**src/rtl/ws2812_frame_sender_pkg.sv**
```systemverilog
// Shared definitions for the WS2812 frame sender: FSM state encoding and default strip timing.
package ws2812_frame_sender_pkg;

    typedef enum logic [1:0] {
        ST_IDLE  = 2'd0,
        ST_LOAD  = 2'd1,
        ST_SEND  = 2'd2,
        ST_LATCH = 2'd3
    } state_e;

    // Defaults assume a 50 MHz clk_sys-style clock.
    localparam int DEF_MAX_POS      = 16;
    localparam int DEF_T0H_CYCLES   = 20;
    localparam int DEF_T1H_CYCLES   = 40;
    localparam int DEF_BIT_CYCLES   = 63;
    localparam int DEF_RESET_CYCLES = 2600;

endpackage

```
**src/rtl/ws2812_frame_sender_if.sv**
```systemverilog
// Link between display_unit (master) and the frame sender (slave).
interface ws2812_frame_sender_if #(
    parameter int MAX_POS = 16
);
    localparam int LEDW = $clog2(MAX_POS);

    logic            update_frame;
    logic [7:0]      led_green_intensity;
    logic [7:0]      led_red_intensity;
    logic [7:0]      led_blue_intensity;
    logic [LEDW-1:0] current_led;
    logic            data_out;
    logic            busy;
    logic            frame_done;

    modport master (
        output update_frame, led_green_intensity, led_red_intensity, led_blue_intensity,
        input  current_led, data_out, busy, frame_done
    );

    modport slave (
        input  update_frame, led_green_intensity, led_red_intensity, led_blue_intensity,
        output current_led, data_out, busy, frame_done
    );

endinterface

```
**src/rtl/ws2812_bit_encoder.sv**
```systemverilog
// Generates one WS2812 bit waveform: high for T0H/T1H cycles, low for the rest of BIT_CYCLES.
module ws2812_bit_encoder
    import ws2812_frame_sender_pkg::*;
#(
    parameter int T0H_CYCLES = DEF_T0H_CYCLES,
    parameter int T1H_CYCLES = DEF_T1H_CYCLES,
    parameter int BIT_CYCLES = DEF_BIT_CYCLES
) (
    input  logic clk,
    input  logic reset,
    input  logic start_i,
    input  logic en_i,
    input  logic bit_i,
    output logic data_o,
    output logic bit_last_o
);
    localparam int CW = $clog2(BIT_CYCLES);
    localparam logic [CW-1:0] CNT_LAST = CW'(BIT_CYCLES - 1);
    localparam logic [CW-1:0] T0H_C    = CW'(T0H_CYCLES);
    localparam logic [CW-1:0] T1H_C    = CW'(T1H_CYCLES);

    logic [CW-1:0] bit_cnt_q, bit_cnt_d;

    assign bit_last_o = en_i && (bit_cnt_q == CNT_LAST);
    assign data_o     = en_i && (bit_cnt_q < (bit_i ? T1H_C : T0H_C));

    always_comb begin
        bit_cnt_d = bit_cnt_q;
        if (start_i) begin
            bit_cnt_d = '0;
        end else if (en_i) begin
            bit_cnt_d = bit_last_o ? '0 : bit_cnt_q + CW'(1);
        end
    end

    always_ff @(posedge clk or posedge reset) begin
        if (reset) begin
            bit_cnt_q <= '0;
        end else begin
            bit_cnt_q <= bit_cnt_d;
        end
    end

endmodule

```
**src/rtl/ws2812_frame_sender.sv**
```systemverilog
// Walks LEDs 0..MAX_POS-1, serialises their GRB bytes MSB-first, then holds the line low to latch.
//   state    | meaning
//   ST_IDLE  | line low, waiting for a frame request
//   ST_LOAD  | capture {G,R,B} for current_led (one cycle)
//   ST_SEND  | shift 24 bits out through the bit encoder
//   ST_LATCH | line low for RESET_CYCLES, frame_done on the last cycle
module ws2812_frame_sender
    import ws2812_frame_sender_pkg::*;
#(
    parameter int MAX_POS      = DEF_MAX_POS,
    parameter int T0H_CYCLES   = DEF_T0H_CYCLES,
    parameter int T1H_CYCLES   = DEF_T1H_CYCLES,
    parameter int BIT_CYCLES   = DEF_BIT_CYCLES,
    parameter int RESET_CYCLES = DEF_RESET_CYCLES
) (
    input  logic                  clk,
    input  logic                  reset,
    ws2812_frame_sender_if.slave  bus
);
    localparam int LEDW = $clog2(MAX_POS);
    localparam int LW   = $clog2(RESET_CYCLES);
    localparam logic [LEDW-1:0] LED_LAST = LEDW'(MAX_POS - 1);
    localparam logic [LW-1:0]   LAT_LAST = LW'(RESET_CYCLES - 1);

    state_e          state_q, state_d;
    logic            pending_q, pending_d;
    logic [23:0]     shreg_q, shreg_d;
    logic [4:0]      bit_idx_q, bit_idx_d;
    logic [LEDW-1:0] led_q, led_d;
    logic [LW-1:0]   lat_cnt_q, lat_cnt_d;

    logic enc_start, enc_en, enc_last, enc_data;
    logic frame_done_c;

    ws2812_bit_encoder #(
        .T0H_CYCLES (T0H_CYCLES),
        .T1H_CYCLES (T1H_CYCLES),
        .BIT_CYCLES (BIT_CYCLES)
    ) u_bit_encoder (
        .clk        (clk),
        .reset      (reset),
        .start_i    (enc_start),
        .en_i       (enc_en),
        .bit_i      (shreg_q[23]),
        .data_o     (enc_data),
        .bit_last_o (enc_last)
    );

    always_comb begin
        state_d      = state_q;
        // Requests arriving mid-frame collapse into a single follow-on frame.
        pending_d    = pending_q | bus.update_frame;
        shreg_d      = shreg_q;
        bit_idx_d    = bit_idx_q;
        led_d        = led_q;
        lat_cnt_d    = lat_cnt_q;
        enc_start    = 1'b0;
        enc_en       = 1'b0;
        frame_done_c = 1'b0;

        case (state_q)
            ST_IDLE: begin
                if (pending_q || bus.update_frame) begin
                    led_d     = '0;
                    pending_d = 1'b0;
                    state_d   = ST_LOAD;
                end
            end
            ST_LOAD: begin
                shreg_d   = {bus.led_green_intensity, bus.led_red_intensity, bus.led_blue_intensity};
                bit_idx_d = 5'd23;
                enc_start = 1'b1;
                state_d   = ST_SEND;
            end
            ST_SEND: begin
                enc_en = 1'b1;
                if (enc_last) begin
                    shreg_d   = {shreg_q[22:0], 1'b0};
                    bit_idx_d = bit_idx_q - 5'd1;
                    if (bit_idx_q == 5'd0) begin
                        if (led_q == LED_LAST) begin
                            lat_cnt_d = '0;
                            state_d   = ST_LATCH;
                        end else begin
                            led_d   = led_q + LEDW'(1);
                            state_d = ST_LOAD;
                        end
                    end
                end
            end
            ST_LATCH: begin
                if (lat_cnt_q == LAT_LAST) begin
                    frame_done_c = 1'b1;
                    state_d      = ST_IDLE;
                end else begin
                    lat_cnt_d = lat_cnt_q + LW'(1);
                end
            end
            default: state_d = ST_IDLE;
        endcase
    end

    always_ff @(posedge clk or posedge reset) begin
        if (reset) begin
            state_q   <= ST_IDLE;
            pending_q <= 1'b0;
            shreg_q   <= '0;
            bit_idx_q <= '0;
            led_q     <= '0;
            lat_cnt_q <= '0;
        end else begin
            state_q   <= state_d;
            pending_q <= pending_d;
            shreg_q   <= shreg_d;
            bit_idx_q <= bit_idx_d;
            led_q     <= led_d;
            lat_cnt_q <= lat_cnt_d;
        end
    end

    assign bus.current_led = led_q;
    assign bus.data_out    = enc_data;
    assign bus.busy        = (state_q != ST_IDLE);
    assign bus.frame_done  = frame_done_c;

endmodule

```
**src/flat_wrapper.sv**
```systemverilog
// flat-port wrapper written by rule: the top's interface ports become plain ports
module ws2812_frame_sender_flat import ws2812_frame_sender_pkg::*;
#(
    parameter int MAX_POS      = DEF_MAX_POS,
    parameter int T0H_CYCLES   = DEF_T0H_CYCLES,
    parameter int T1H_CYCLES   = DEF_T1H_CYCLES,
    parameter int BIT_CYCLES   = DEF_BIT_CYCLES,
    parameter int RESET_CYCLES = DEF_RESET_CYCLES
)
  (clk, reset, bus_update_frame, bus_led_green_intensity, bus_led_red_intensity, bus_led_blue_intensity, bus_current_led, bus_data_out, bus_busy, bus_frame_done);
  ws2812_frame_sender_if #(.MAX_POS(MAX_POS)) bus_i ();
  input  logic clk;
  input  logic reset;
  input wire logic [$bits(bus_i.update_frame)-1:0] bus_update_frame;
  input wire logic [$bits(bus_i.led_green_intensity)-1:0] bus_led_green_intensity;
  input wire logic [$bits(bus_i.led_red_intensity)-1:0] bus_led_red_intensity;
  input wire logic [$bits(bus_i.led_blue_intensity)-1:0] bus_led_blue_intensity;
  output wire logic [$bits(bus_i.current_led)-1:0] bus_current_led;
  output wire logic [$bits(bus_i.data_out)-1:0] bus_data_out;
  output wire logic [$bits(bus_i.busy)-1:0] bus_busy;
  output wire logic [$bits(bus_i.frame_done)-1:0] bus_frame_done;
  assign bus_i.update_frame = bus_update_frame;
  assign bus_i.led_green_intensity = bus_led_green_intensity;
  assign bus_i.led_red_intensity = bus_led_red_intensity;
  assign bus_i.led_blue_intensity = bus_led_blue_intensity;
  assign bus_current_led = bus_i.current_led;
  assign bus_data_out = bus_i.data_out;
  assign bus_busy = bus_i.busy;
  assign bus_frame_done = bus_i.frame_done;
  ws2812_frame_sender #(.MAX_POS(MAX_POS), .T0H_CYCLES(T0H_CYCLES), .T1H_CYCLES(T1H_CYCLES), .BIT_CYCLES(BIT_CYCLES), .RESET_CYCLES(RESET_CYCLES)) u_core (.clk(clk), .reset(reset), .bus(bus_i));
endmodule
```
**config.mk**
```make
export PLATFORM = sky130hd
export DESIGN_NAME = ws2812_frame_sender_flat
export DESIGN_NICKNAME = d
export VERILOG_FILES = /design/src/rtl/ws2812_frame_sender_pkg.sv /design/src/rtl/ws2812_frame_sender_if.sv /design/src/rtl/ws2812_bit_encoder.sv /design/src/rtl/ws2812_frame_sender.sv /design/src/flat_wrapper.sv
export SDC_FILE = /design/constraint.sdc
export NUM_CORES = 1
export LEC_CHECK = 0
export CORE_MARGIN = 3
export CORE_UTILIZATION = 40
export CTS_BUF_LIST = sky130_fd_sc_hd__clkbuf_2
export CTS_CLUSTER_DIAMETER = 120
export DETAILED_ROUTE_END_ITERATION = 7
export PLACE_DENSITY = 0.71
export SLEW_MARGIN = 20
export SYNTH_ARGS = -nofsm -noshare
export SYNTH_HDL_FRONTEND = slang
export SYNTH_HIERARCHICAL = 1
export SYNTH_SLANG_ARGS = --single-unit
```
**constraint.sdc**
```tcl
create_clock -name clk -period 4.2 [get_ports clk]
set_clock_uncertainty 0.2 [all_clocks]
set_input_delay 0.42 -clock clk [delete_from_list [all_inputs] [get_ports clk]]
set_output_delay 0.42 -clock clk [all_outputs]
set_load 0.01 [all_outputs]
```
---- Yosys cells after proc, flatten, opt, wreduce, memory -nomap -nowiden ----
Cells that the tools add are included.
word-level totals
  register bits ........................... 54
  bits of input ports ..................... 27
  output and inout port bits .............. 7
  logic and storage cells ................. 70
cells by class
  $add $sub $neg .......................... 4
  magnitude comparators ................... 1
  reduce and logical (&&, ||, !) cells .... 14
  multiplexer cells ....................... 30
  bitwise gates (word level) .............. 1
  equal/unequal tests ..................... 13
operators by type and width
  cell                     count
  $mux W12                 4
  $pmux W24 S2             1
  $mux W24                 1
  $mux W6                  4
  $pmux W12 S2             1
  $mux W4                  4
  $add A12 B1 Y12 const B  1
  $eq A12 B12 Y1 const B   1
  $mux W2                  5
  $pmux W5 S2              1
  $reduce_and A5 Y1        2
  $reduce_bool A2 Y1       5
  $ne A2 B1 Y1 const B     4
  $pmux W2 S4              1
  $pmux W4 S2              1
  $add A6 B1 Y6 const B    1
  $eq A6 B6 Y1 const B     1
  $lt A6 B6 Y1             1
  $mux W1                  6
  $ne A2 B2 Y1 const B     3
  $logic_not A5 Y1         1
  $mux W5                  1
  $sub A5 B1 Y5 const B    1
  $add A4 B1 Y4 const B    1
  other kinds (9)          11

---- Longest topological paths before layout ----
  depth after elaboration ................. 6
  mapped depth ............................ 13
  depth with buffers taken out ............ 8

---- Cells and area by module ----
Netlist, hierarchy kept.
by module, submodules not included
  module               seq. area each (um^2)  area each (um^2)  cells an instance  times used
  ws2812_frame_sender  1201.2                 2476.1            275                1
  ws2812_bit_encoder   150.1                  420.4             45                 1

---- Least setup slack after synthesis ----
No wires, ideal clock.
  kind .................................... register to register
  from .................................... register u_core.state_q[0]
  to ...................................... register u_core.led_q[3], in the netlist u_core/bus.current_led[3]
  library setup time ...................... 0.069 ns
  slack ................................... 1.173 ns
  arrival ................................. 2.759 ns
  cell stages (with the launch flop) ...... 13
  data required time ...................... 3.931 ns
  path through ............................ dfrtp_1 > nand2b_1 > buf_2 > inv_1 > buf_2 > buf_2 > buf_2 > nand3_1 > nor2_1 > nor2b_1 > nand3_1 > or4_1 > nand3_1
on the way
  cells in the longest elaborated chain, start to end .. 5
RTL lines
  what                                line                        text
  from (decl)                         ws2812_frame_sender.sv:25   state_e state_q, state_d;
  from (signal assigned)              ws2812_frame_sender.sv:112  state_q <= state_d;
  $eq A2 B2 Y1                        ws2812_frame_sender.sv:61   case (state_q)
  $mux W1                             ws2812_frame_sender.sv:61
  named net u_core.enc_en             ws2812_frame_sender.sv:32   logic enc_start, enc_en, enc_last, enc_data;
  $logic_and A1 B1 Y1                 ws2812_bit_encoder.sv:24    assign bit_last_o = en_i && (bit_cnt_q == CNT_LAST);
  named net u_core.enc_last           ws2812_frame_sender.sv:32
  $ne A2 B2 Y1 (no source line)       -
  $reduce_and A5 Y1 (no source line)  -
  to (signal assigned)                ws2812_frame_sender.sv:116  led_q <= led_d;
  to (decl)                           ws2812_frame_sender.sv:29   logic [LEDW-1:0] led_q, led_d;
The timed path passes the listed nets, and every way through them passes these cells.
A chain may end at the register's enable or synchronous reset.

---- Final worst setup path ----
  from .................................... register u_core.state_q[0]
  to ...................................... output bus_data_out
on the way
  cells in the longest elaborated chain, start to end .. 3
RTL lines
  what                 line                       text
  $eq A2 B2 Y1         ws2812_frame_sender.sv:61
  $mux W1              ws2812_frame_sender.sv:61
  $logic_and A1 B1 Y1  ws2812_bit_encoder.sv:25   assign data_o = en_i && (bit_cnt_q < (bit_i ? T1H_C : T0H_C));
  to (decl)            flat_wrapper.sv:19         output wire logic [$bits(bus_i.data_out)-1:0] bus_data_out;
Every way passes these cells.

==> PnR_summary.wiki <==
{| class="wikitable"
! Metric !! Value
|-
| Post-detail-place hpwl || 4180 µm
|-
| Power Total || 1.99 mW
|-
| Sequential area share after synthesis || 46.7%
|-
| Placer Congestion || 0.829
|-
| Fraction of final layout cells sized beyond drive strength 1 || between 7 and 8%
|-
| Finished layout cell area || about 3400 µm²
|-
| Path type of the worst min-delay path || input pin to flip-flop
|-
| Sw Share || 40.8%
|-
| Placed cell count || 437
|-
| Post-placement worst setup slack || 1.18 ns
|-
| Clock latency reported for the late side of the worst-skew pair || 0.46 ns
|-
| Proportion of register bits with asynchronous set or reset after synthesis || between 90% and 100%
|-
| Number of vias after detailed routing || 2387
|-
| Layout Cells excl Fill || 446
|-
| Pin count of the biggest net entering global routing || 49
|-
| Instance count of the mapped netlist || 320
|-
| Number of design rule violations left after detail routing || 0
|-
| Worst slew margin relative to its limit || 39.7%
|-
| P&R area growth vs syn || 16.9%
|-
| Maximum clock frequency || 0.320 GHz
|-
| Number of antenna violations at the first check in global routing || 0
|-
| Footprint of the flip-flops and latches || 1350 µm²
|-
| Synthesized area || a little under 3000 µm²
|-
| Boundary pin count || 34
|-
| Mapped Nets || 355
|-
| Power share of the clock group || 13.8%
|-
| Synth Register Bits || 54
|-
| Sequential Power Share || 45.2%
|-
| Antenna violation net count after detailed routing || 0
|-
| Diode insertion count for antenna repair || 0
|-
| Flip-flop cell with the highest count after synthesis || sky130_fd_sc_hd__dfrtp_1
|-
| Least-Margin Pin Slew || 0.904 ns
|-
| Yosys warns || 6
|-
| Footprint of the multi-input gates || 1410 µm²
|-
| Row cnt || 30
|-
| Power density cells || between 500 and 600 nW/µm²
|-
| Maximum fanout along the worst path || 17
|-
| Core area || 6910 µm²
|-
| Hold Slack || 0.269 ns
|-
| Placed cell areas || 3300 µm²
|-
| Portion of the clock cycle consumed by the worst path in the final layout || 74.4%
|-
| TritonCTS sink count || 54
|-
| Final worst setup slack || about 1.1 ns
|-
| Count of routing violations after the opening detailed-route iteration || 145
|-
| Number of buffers created by CTS || 5
|-
| Final-report max-slew violation count || 0
|-
| Count of different cell masters after synthesis || 53
|-
| Die outline area || 8300 µm²
|-
| Internal power consumption || 1.18 mW
|-
| Number of filler instances in the final layout || 691
|-
| Utilization after layout || 49.0%
|-
| Cell leakage power || 1.45 nW
|-
| Level count of the clock H-tree || 2
|-
| Number of detailed-routing iterations run before antenna repair || 4
|-
| Maximum VDD drop || 0.000339 V
|-
| Result of the run || finished clean
|-
| Clk slew on worst S/H paths || 0.29 ns
|-
| Clock tree from TritonCTS || yes
|-
| Nets@finish || 384
|-
| Global-route wire length before repair || 10500 µm
|-
| Per-cell via count in the routed design || 5.35
|-
| Net switching power of the design || 811 µW
|-
| Input/output buffers || 33
|-
| Final min period || 3.13 ns
|-
| Crit path required time || 3.58 ns
|-
| Critical Setup Path Class || flip-flop to output pin
|-
| Signal arrival time at the worst endpoint || 2.51 ns
|-
| Effective utilization at floorplan || 41.9%
|-
| Clock tree root buffer cell || sky130_fd_sc_hd__clkbuf_2
|-
| Floorplan die width || around 90 µm
|-
| Total Negative Setup Slacks || 0 ns
|-
| Worst-case clock buffer depth || 2
|-
| Combinational group share of total power || 41.0%
|-
| Routed WL || 5970 µm
|-
| Maximum Capacitance Violations || 0
|-
| Worst Setup Start Kind || flip-flop
|-
| Die Height || ~91 µm
|-
| Final hold violation count || 0
|-
| Overall Global Routing Usage || 15.1%
|-
| Drt wl/cell || 13.4 µm
|-
| RSZ-0062 raised after global routing || false
|-
| Type of element capturing the critical path || output pin
|-
| Number of global-route vias before repair || ~2.3k
|-
| Final setup viols || 0
|-
| Grt ovf || 0
|-
| Post-synthesis area per instance || about 9.1 µm²
|-
| Number of flops mapped to enable cells by yosys || 0
|}
==> path summary, 6_finish.rpt <==
path                       slack, ns                                             to                            from  depth (start not counted)
max                             1.07                                   bus_data_out   u_core/state_q[0]$_DFFE_PP0P_                          6
min                             0.27                 u_core/shreg_q[19]$_DFFE_PP0P_      bus_led_green_intensity[3]                          3
max reg2reg                     1.18                 u_core/shreg_q[15]$_DFFE_PP0P_   u_core/state_q[0]$_DFFE_PP0P_                          7
min reg2reg                     0.33                 u_core/shreg_q[19]$_DFFE_PP0P_  u_core/shreg_q[18]$_DFFE_PP0P_                          2
max in group asynchronous       2.52                u_core/lat_cnt_q[6]$_DFFE_PP0P_                           reset                          3
min in group asynchronous       0.56  u_core/u_bit_encoder/bit_cnt_q[3]$_DFFE_PP0P_                           reset                          3
==> critical path, stage by stage (launching register included) <==
cell                              delay, ns
sky130_fd_sc_hd__dfrtp_1               0.61
sky130_fd_sc_hd__nand2b_1              0.25
sky130_fd_sc_hd__inv_1                 0.33
sky130_fd_sc_hd__nand2b_1              0.13
sky130_fd_sc_hd__nor2_1                0.10
sky130_fd_sc_hd__o2bb2ai_1             0.12
sky130_fd_sc_hd__clkdlybuf4s50_1       0.55
==> state kept, by name, summed over array words and instances (netlist names) <==
signal / count
u_core/bit_idx_q: 5
u_core/shreg_q: 24
u_core/state_q: 2
u_core/lat_cnt_q: 12
u_core/bus.current_led: 4
u_core/pending_q: 1
u_core/u_bit_encoder/bit_cnt_q: 6
==> synthesized netlist by cell type, drive strengths merged, types with 3 or more instances <==
master  instances  share of area, %
nand2          55               7.1
dfrtp          54                47
nor2           32               4.1
a31oi          27               5.8
nand3          13               2.4
inv            12               1.6
buf            11               2.1
o21ai          10               1.7
a21oi           9               1.6
ha              8               3.5
nor3            8               1.4
clkbuf          7              0.95
nand2b          6               1.3
nand4           5               1.1
o211ai          5               1.3
nor2b           4              0.86
a21o            3              0.78
a22o            3              0.91
and3            3              0.65
mux2i           3               1.0
o22a            3              0.91
or3             3              0.65
or4             3              0.78
xor2            3              0.91
==> cells by family (layout without fill, tap and decap cells) <==
family / after synthesis / in the layout / synth area share [%]
AO/OA/AOI/OAI: 77 / 77 / 18.4
XOR/XNOR: 4 / 4 / 1.21
adder cells (fa/ha/maj): 8 / 8 / 3.46
buffers and inverters: 30 / 60 / 4.62
flip-flops: 54 / 54 / 46.7
multiplexers: 4 / 4 / 1.43
AND/OR/NAND/NOR: 143 / 143 / 24.2
==> cell usage in the layout, fill, tap and decap left out, drive strengths merged, types with 4 or more instances in the layout <==
master,n
nand2,55
dfrtp,54
clkdlybuf4s50,33
nor2,32
a31oi,27
nand3,13
inv,13
o21ai,10
a21oi,9
nor3,8
ha,8
nand2b,6
buf,6
clkbuf,5
nand4,5
o211ai,5
nor2b,4
==> per-layer routing <==
layer	routed length, µm	global-route usage (%)
met3	183	2.90
met4	42	4.27
met5	0	0
met1	2960	21.1
met2	2780	24.0
==> power by group through the flow <==
stage / Sequential, mW / Combinational, mW / Clock [mW]
after floorplan: 0.844 / 0.652 / 0
after global placement: 0.897 / 0.800 / 0
after detailed placement: 0.905 / 0.823 / 0
after CTS: 0.895 / 0.827 / 0.285
after global routing: 0.933 / 0.933 / 0.312
final: 0.898 / 0.816 / 0.274
==> layout make-up <==
| class | count | share of cell area, % |
|---|---|---|
| Clock buffer | 5 | 0.739 |
| Timing Repair Buffer | 40 | 11.4 |
| Tap cell | 96 | 3.55 |
| Inverter | 12 | 1.37 |
| Multi-Input combinational cell | 236 | 41.7 |
| Sequential cell | 54 | 39.9 |
| Clock inverter | 3 | 1.40 |
==> timing repair <==
action	CTS	global route
endpoints found under the setup margin	0	0
setup buffers	0	0
hold buffers	1	0
gates resized for setup	0	0
hold endpoints to repair	6	0
(Power assumes the default switching activity.)
